<file path="src/rtl/axi_pkg.sv">
// axi_pkg: shared AXI codes, default sideband constants and line master FSM states
package axi_pkg;
  typedef enum logic [2:0] {IDLE, RD_ADDR, RD_DATA, WR_ADDR, WR_DATA, WR_RESP, DONE} line_state_e;
  localparam logic [1:0] AXI_BURST_INCR = 2'b01;
  localparam logic [1:0] AXI_RESP_OKAY = 2'b00;
  localparam logic [1:0] AXI_RESP_EXOKAY = 2'b01;
  localparam logic [1:0] AXI_RESP_SLVERR = 2'b10;
  localparam logic [1:0] AXI_RESP_DECERR = 2'b11;
  localparam logic [3:0] AXI_ID_DEFAULT = 4'd0;
  localparam logic [2:0] AXI_PROT_DEFAULT = 3'd0;
  localparam logic [3:0] AXI_CACHE_DEFAULT = 4'd0;
  localparam logic AXI_LOCK_DEFAULT = 1'b0;
endpackage

</file>
<file path="src/rtl/axi_line_buf.sv">
// axi_line_buf: line register with whole-line load plus indexed word write/read
module axi_line_buf #(
  parameter int WORDS = 4,
  parameter int WIDTH = 32
) (
  input  logic                       clk,
  input  logic                       reset,
  input  logic                       load,
  input  logic [WORDS*WIDTH-1:0]     load_line,
  input  logic                       we,
  input  logic [$clog2(WORDS)-1:0]   idx,
  input  logic [WIDTH-1:0]           wdata,
  output logic [WORDS*WIDTH-1:0]     line,
  output logic [WIDTH-1:0]           word
);
  always_ff @(posedge clk or posedge reset)
    if (reset) line <= '0;
    else if (load) line <= load_line;
    else if (we) line[idx*WIDTH +: WIDTH] <= wdata;
  assign word = line[idx*WIDTH +: WIDTH];
endmodule

</file>
<file path="src/rtl/axi_line_master.sv">
// axi_line_master: turns CPU line refill/write-back requests into single AXI INCR bursts
module axi_line_master
  import axi_pkg::*;
#(
  parameter int BUS_WIDTH  = 32,
  parameter int DATA_WIDTH = 32,
  parameter int LINE_WORDS = 4
) (
  input  logic                             clk,
  input  logic                             reset,
  input  logic                             req_valid,
  output logic                             req_ready,
  input  logic                             req_wr,
  input  logic [BUS_WIDTH-1:0]             req_addr,
  input  logic [LINE_WORDS*DATA_WIDTH-1:0] req_wdata,
  output logic                             resp_valid,
  output logic [LINE_WORDS*DATA_WIDTH-1:0] resp_rdata,
  output logic                             resp_err,
  output logic                             ar_valid,
  input  logic                             ar_ready,
  output logic [BUS_WIDTH-1:0]             ar_addr,
  output logic [7:0]                       ar_len,
  output logic [3:0]                       ar_id,
  output logic [2:0]                       ar_size,
  output logic [1:0]                       ar_burst,
  output logic [2:0]                       ar_prot,
  output logic                             ar_lock,
  output logic [3:0]                       ar_cache,
  input  logic                             rd_valid,
  output logic                             rd_ready,
  input  logic [DATA_WIDTH-1:0]            rd_data,
  input  logic [1:0]                       rd_resp,
  input  logic                             rd_last,
  input  logic [3:0]                       rd_id,
  output logic                             aw_valid,
  input  logic                             aw_ready,
  output logic [BUS_WIDTH-1:0]             aw_addr,
  output logic [7:0]                       aw_len,
  output logic [3:0]                       aw_id,
  output logic [2:0]                       aw_size,
  output logic [1:0]                       aw_burst,
  output logic [2:0]                       aw_prot,
  output logic                             aw_lock,
  output logic [3:0]                       aw_cache,
  output logic                             wd_valid,
  input  logic                             wd_ready,
  output logic [DATA_WIDTH-1:0]            wd_data,
  output logic [DATA_WIDTH/8-1:0]          wstrb,
  output logic                             wd_last,
  output logic [3:0]                       wd_id,
  input  logic                             wr_valid,
  output logic                             wr_ready,
  input  logic [1:0]                       wr_breap,
  input  logic [3:0]                       wr_id
);
  localparam int BW = $clog2(LINE_WORDS);
  localparam int OFS = $clog2(LINE_WORDS*DATA_WIDTH/8);
  localparam logic [BW-1:0] LAST = BW'(LINE_WORDS-1);
  line_state_e state, state_n;
  logic [BW-1:0] beat_cnt;
  logic err, accept, rd_beat, wd_beat;
  logic [BUS_WIDTH-1:0] addr_q;
  logic [DATA_WIDTH-1:0] unused_rword;
  logic [LINE_WORDS*DATA_WIDTH-1:0] unused_wline;
  logic unused_ok;
  assign req_ready = state == IDLE && !reset;
  assign accept = req_valid && req_ready;
  assign rd_ready = state == RD_DATA;
  assign rd_beat = rd_ready && rd_valid;
  assign wd_valid = state == WR_DATA;
  assign wd_beat = wd_valid && wd_ready;
  assign wd_last = wd_valid && beat_cnt == LAST;
  assign wr_ready = state == WR_RESP;
  assign ar_valid = state == RD_ADDR;
  assign aw_valid = state == WR_ADDR;
  assign resp_valid = state == DONE;
  assign resp_err = resp_valid && err;
  assign ar_addr = addr_q;
  assign aw_addr = addr_q;
  assign ar_len = 8'(LINE_WORDS-1);
  assign aw_len = 8'(LINE_WORDS-1);
  assign wstrb = '1;
  assign {ar_id, aw_id, wd_id} = {3{AXI_ID_DEFAULT}};
  assign ar_size = 3'($clog2(DATA_WIDTH/8));
  assign aw_size = 3'($clog2(DATA_WIDTH/8));
  assign {ar_burst, aw_burst} = {2{AXI_BURST_INCR}};
  assign {ar_prot, aw_prot} = {2{AXI_PROT_DEFAULT}};
  assign {ar_lock, aw_lock} = {2{AXI_LOCK_DEFAULT}};
  assign {ar_cache, aw_cache} = {2{AXI_CACHE_DEFAULT}};
  assign unused_ok = ^{rd_id, wr_id, rd_resp[0], wr_breap[0], req_addr[OFS-1:0]};
  always_comb begin
    state_n = state;
    case (state)
      IDLE:    state_n = accept ? (req_wr ? WR_ADDR : RD_ADDR) : IDLE;
      RD_ADDR: state_n = ar_ready ? RD_DATA : RD_ADDR;
      RD_DATA: state_n = rd_beat && rd_last ? DONE : RD_DATA;
      WR_ADDR: state_n = aw_ready ? WR_DATA : WR_ADDR;
      WR_DATA: state_n = wd_beat && wd_last ? WR_RESP : WR_DATA;
      WR_RESP: state_n = wr_valid ? DONE : WR_RESP;
      default: state_n = IDLE;
    endcase
  end
  // a short burst (rd_last before the final word) is flagged as an error
  always_ff @(posedge clk or posedge reset)
    if (reset) begin
      state <= IDLE;
      beat_cnt <= '0;
      err <= 1'b0;
      addr_q <= '0;
    end else begin
      state <= state_n;
      if (accept) addr_q <= {req_addr[BUS_WIDTH-1:OFS], OFS'(0)};
      beat_cnt <= state == DONE ? '0 : beat_cnt + BW'(rd_beat || wd_beat);
      err <= state == DONE ? 1'b0 :
             err | (rd_beat && (rd_resp[1] || (rd_last && beat_cnt != LAST))) |
             (wr_ready && wr_valid && wr_breap[1]);
    end
  axi_line_buf #(.WORDS(LINE_WORDS), .WIDTH(DATA_WIDTH)) u_rbuf (
    .clk(clk), .reset(reset), .load(1'b0), .load_line('0), .we(rd_beat),
    .idx(beat_cnt), .wdata(rd_data), .line(resp_rdata), .word(unused_rword)
  );
  axi_line_buf #(.WORDS(LINE_WORDS), .WIDTH(DATA_WIDTH)) u_wbuf (
    .clk(clk), .reset(reset), .load(accept), .load_line(req_wdata), .we(1'b0),
    .idx(beat_cnt), .wdata('0), .line(unused_wline), .word(wd_data)
  );
endmodule
</file>
<file path="config.mk">
export PLATFORM = sky130hd
export DESIGN_NAME = axi_line_master
export DESIGN_NICKNAME = d
export VERILOG_FILES = /design/src/rtl/axi_pkg.sv /design/src/rtl/axi_line_buf.sv /design/src/rtl/axi_line_master.sv
export SDC_FILE = /design/constraint.sdc
export NUM_CORES = 1
export LEC_CHECK = 0
export ABC_AREA = 1
export BUFFER_PORTS_ARGS = -buffer_cell sky130_fd_sc_hd__buf_2
export CORE_AREA = 2 2 196 198
export DETAILED_ROUTE_END_ITERATION = 16
export DIE_AREA = 0 0 198 200
export GPL_ROUTABILITY_DRIVEN = 0
export RECOVER_POWER = 100
export SETUP_SLACK_MARGIN = 0.1
export SLEW_MARGIN = 30
export SYNTH_ARGS = -nofsm -noshare
export SYNTH_HDL_FRONTEND = slang
export SYNTH_SLANG_ARGS = --single-unit
export TNS_END_PERCENT = 20
</file>
<file path="constraint.sdc">
create_clock -name clk -period 12.8 [get_ports clk]
set_clock_uncertainty 0.15 [all_clocks]
set_input_delay 1.92 -clock clk [delete_from_list [all_inputs] [get_ports clk]]
set_output_delay 1.92 -clock clk [all_outputs]
set_load 0.02 [all_outputs]
</file>
==> impl_metrics.tcl <==
set metrics [dict create \
    grt_overflow_total 0 \
    max-vdd-ir-drop_uv 148 \
    endpoints_failing_setup 0 \
    setup_repair_after_global_routing_missed_its_margin "no" \
    die_y_um 200 \
    clock_sink_count 290 \
    totalNegativeSetupSlack_ns 0 \
    drt-vias-per-instance 4.60 \
    synthCells 1628 \
    wl_per_instance_um 16.5 \
    failed_checks "capacitance limit, slew limit" \
    boundaryPins 505 \
    cp_data_required_time_ns 13.09 \
    postPlaceCellArea_mm2 0.0156 \
    initial_core_util 0.370 \
    dp.final_hpwl_um 27800 \
    synth.yosys.seq_area_share 0.524 \
    timing.critical_path.arrival_ns 8.16 \
    netlist_area_mm2 0.0138 \
    mostFrequentLayoutCell "sky130_fd_sc_hd__nand2_1" \
    critPathMaxFanout 97 \
    clkLatencyLatePin_ns 0.51 \
    detail_route.wirelength_um 41600 \
    clkTransAtPathRegs_ns 0.06 \
    grt_pass1_vias 11100 \
    final_layout_size_suffix_gt1_frac 0.139 \
    drt_drc_violations_left 0 \
    tightest_slew_ns 6.73 \
    max_slew_margin -3.51 \
    via_count 11600 \
    die-width_um 198 \
    cts_repair_resize_count 0 \
    fill_cells 4100 \
    htree_levels 2 \
    drt_pass1_iterations 5 \
    hold_viol_final 0 \
    cap_viol_max_count 9 \
    most-common-layout-cells "739 x sky130_fd_sc_hd__nand2_1, 289 x sky130_fd_sc_hd__dfrtp_1, 237 x sky130_fd_sc_hd__clkbuf_1" \
    postCtsSetupRepairBufs 0 \
    cts_hold_buffers 0 \
    cts_buffer_count 35 \
    grt_pass1_wl_um 62300 \
    status "complete, but fails checks" \
    row_count 71 \
    design.die.area_mm2 0.0396 \
    synth_area_per_cell_um2 8.50 \
    grt_start_max_net_pins 147 \
    fin_total_pwr_w 0.00442 \
    total_of_warnings_raised_by_yosys 0 \
    design_area_mm2 0.0161 \
    yosysUniqueCellTypes 25 \
    layout.nets 2196 \
    worstHoldPathType "flop to flop" \
    layoutNonFillerInstCount 2515 \
    drt_first_iter_violations 678 \
    flop_and_latch_count_out_of_synthesis 290 \
    period_needed_ns 7.88 \
    fmaxAchievable_mhz 127 \
    timing_max_transition_violations_final 642 \
    core_area_mm2 0.0374 \
    clockBufferDepth 3 \
    placedCellCount 2450 \
    final-seq-area_mm2 0.00726 \
    areaGrowthSynthToFinish_pct 16.0 \
    start_kind "input port" \
    crit_path_end_kind "flop" \
    tritoncts "built" \
    root_buffer "sky130_fd_sc_hd__clkbuf_16" \
    grt_resource_usage_total 0.203 \
    multi_input_comb_area_mm2 0.00483 \
    grt_antenna_before_repair 18 \
    p_per_area_mw_per_mm2 275 \
    finish.utilization 0.429 \
    route.antenna.remaining_nets 0 \
    port-buffer-count 424 \
    power.leakage_nw 8.07 \
    finalCritPeriodShare 0.615 \
    type_of_the_worst_setup_path "input port to flop" \
]
==> critical path, stage by stage <==
cell and delay [ns]:
sky130_fd_sc_hd__clkbuf_1 0.09, sky130_fd_sc_hd__nor2_1 0.08, sky130_fd_sc_hd__nand2_1 0.07, sky130_fd_sc_hd__nor2_1 0.28, sky130_fd_sc_hd__clkbuf_1 1.87, sky130_fd_sc_hd__clkbuf_1 2.96
sky130_fd_sc_hd__nand2_1 0.55, sky130_fd_sc_hd__nand2_1 0.23
==> per-stage QoR <==
| step | setup slack (ns) | hold slack, ns |
|---|---|---|
| after global routing | 4.08 | 0.331 |
| final | 4.92 | 0.315 |
| after floorplan | 2.72 | 0.287 |
| after CTS | 8.10 | 0.318 |
| after detailed placement | 8.20 | 0.303 |
| after global placement | 8.24 | 0.299 |
==> report_power, final <==
group / leakage [nW] / internal, W / switching, W
combinational: 3.70 / 0.000490 / 0.00135
sequential: 3.78 / 0.00132 / 0.000227
clock: 0.587 / 0.000645 / 0.000389
==> final cells by class <==
class                      instances  area share
clock buffer                      54      0.0679
inverter                          50      0.0119
clock inverter                     7     0.00717
tap                              511      0.0398
sequential                       290       0.452
multi-input combinational       1163       0.301
antenna                            4    0.000623
timing repair buffer             436       0.120
==> synthesized netlist by cell type <==
cell | count | share of area
sky130_fd_sc_hd__buf_2 | 22 | 0.0080
sky130_fd_sc_hd__buf_4 | 106 | 0.057
sky130_fd_sc_hd__conb_1 | 2 | 0.00054
sky130_fd_sc_hd__inv_2 | 2 | 0.00054
sky130_fd_sc_hd__o21bai_1 | 1 | 0.00054
sky130_fd_sc_hd__dfrtp_1 | 290 | 0.52
sky130_fd_sc_hd__nand2_1 | 736 | 0.20
sky130_fd_sc_hd__nor2_2 | 2 | 0.00090
sky130_fd_sc_hd__o21ai_2 | 128 | 0.081
sky130_fd_sc_hd__clkbuf_1 | 34 | 0.0092
sky130_fd_sc_hd__nand2_4 | 4 | 0.0033
sky130_fd_sc_hd__nand3_1 | 4 | 0.0014
sky130_fd_sc_hd__o21ai_0 | 65 | 0.024
sky130_fd_sc_hd__nor3_4 | 1 | 0.0012
sky130_fd_sc_hd__buf_1 | 3 | 0.00081
sky130_fd_sc_hd__xnor2_1 | 1 | 0.00063
sky130_fd_sc_hd__nand4_1 | 11 | 0.0050
sky130_fd_sc_hd__ha_1 | 6 | 0.0054
sky130_fd_sc_hd__nor3_1 | 1 | 0.00036
sky130_fd_sc_hd__nor3_2 | 1 | 0.00072
sky130_fd_sc_hd__inv_1 | 48 | 0.013
sky130_fd_sc_hd__nand2_2 | 1 | 0.00045
sky130_fd_sc_hd__nor2_1 | 102 | 0.028
sky130_fd_sc_hd__buf_6 | 24 | 0.020
sky130_fd_sc_hd__o22ai_1 | 33 | 0.015
==> cell families (layout without fill, tap and decap cells) <==
logic type / Yosys count / in the layout / share of synthesized area
and+or+nand+nor: 863 / 863 / 0.241
DFF: 290 / 290 / 0.524
buffers and inverters: 239 / 547 / 0.109
AOI/OAI and AO/OA: 227 / 227 / 0.120
adders and majority gates: 6 / 6 / 0.00542
other: 2 / 70 / 0.000543
xor gates and xnor gates: 1 / 1 / 0.000633
==> sequential cells by signal, indices dropped and copies added, names as in the netlist <==
signal       flops
state            3
err              1
u_rbuf.line    128
beat_cnt         2
u_wbuf.line    128
ar_addr         28
==> worst paths after layout <==
kind                                       from          endpoint  slack (ns)  depth (start not counted)
worst max-delay path                      reset  u_wbuf.line[114]        4.92                          8
worst min-delay path            u_wbuf.line[71]   u_wbuf.line[71]        0.32                          2
worst max register to register         state[0]  u_wbuf.line[114]        5.82                          7
worst min register to register  u_wbuf.line[71]   u_wbuf.line[71]        0.32                          2
max in group asynchronous                 reset       beat_cnt[0]        5.84                          2
min in group asynchronous                 reset       ar_addr[13]        3.38                          2
==> layer usage <==
layer	global-route usage	vias up	share of wire
li1	-	5630	-
met2	0.353	380	0.49
met5	0	-	0.0039
met3	0.0643	86	0.080
met4	0.0546	26	0.022
met1	0.244	5455	0.40
No activity file was read; power rests on OpenSTA's default activity.
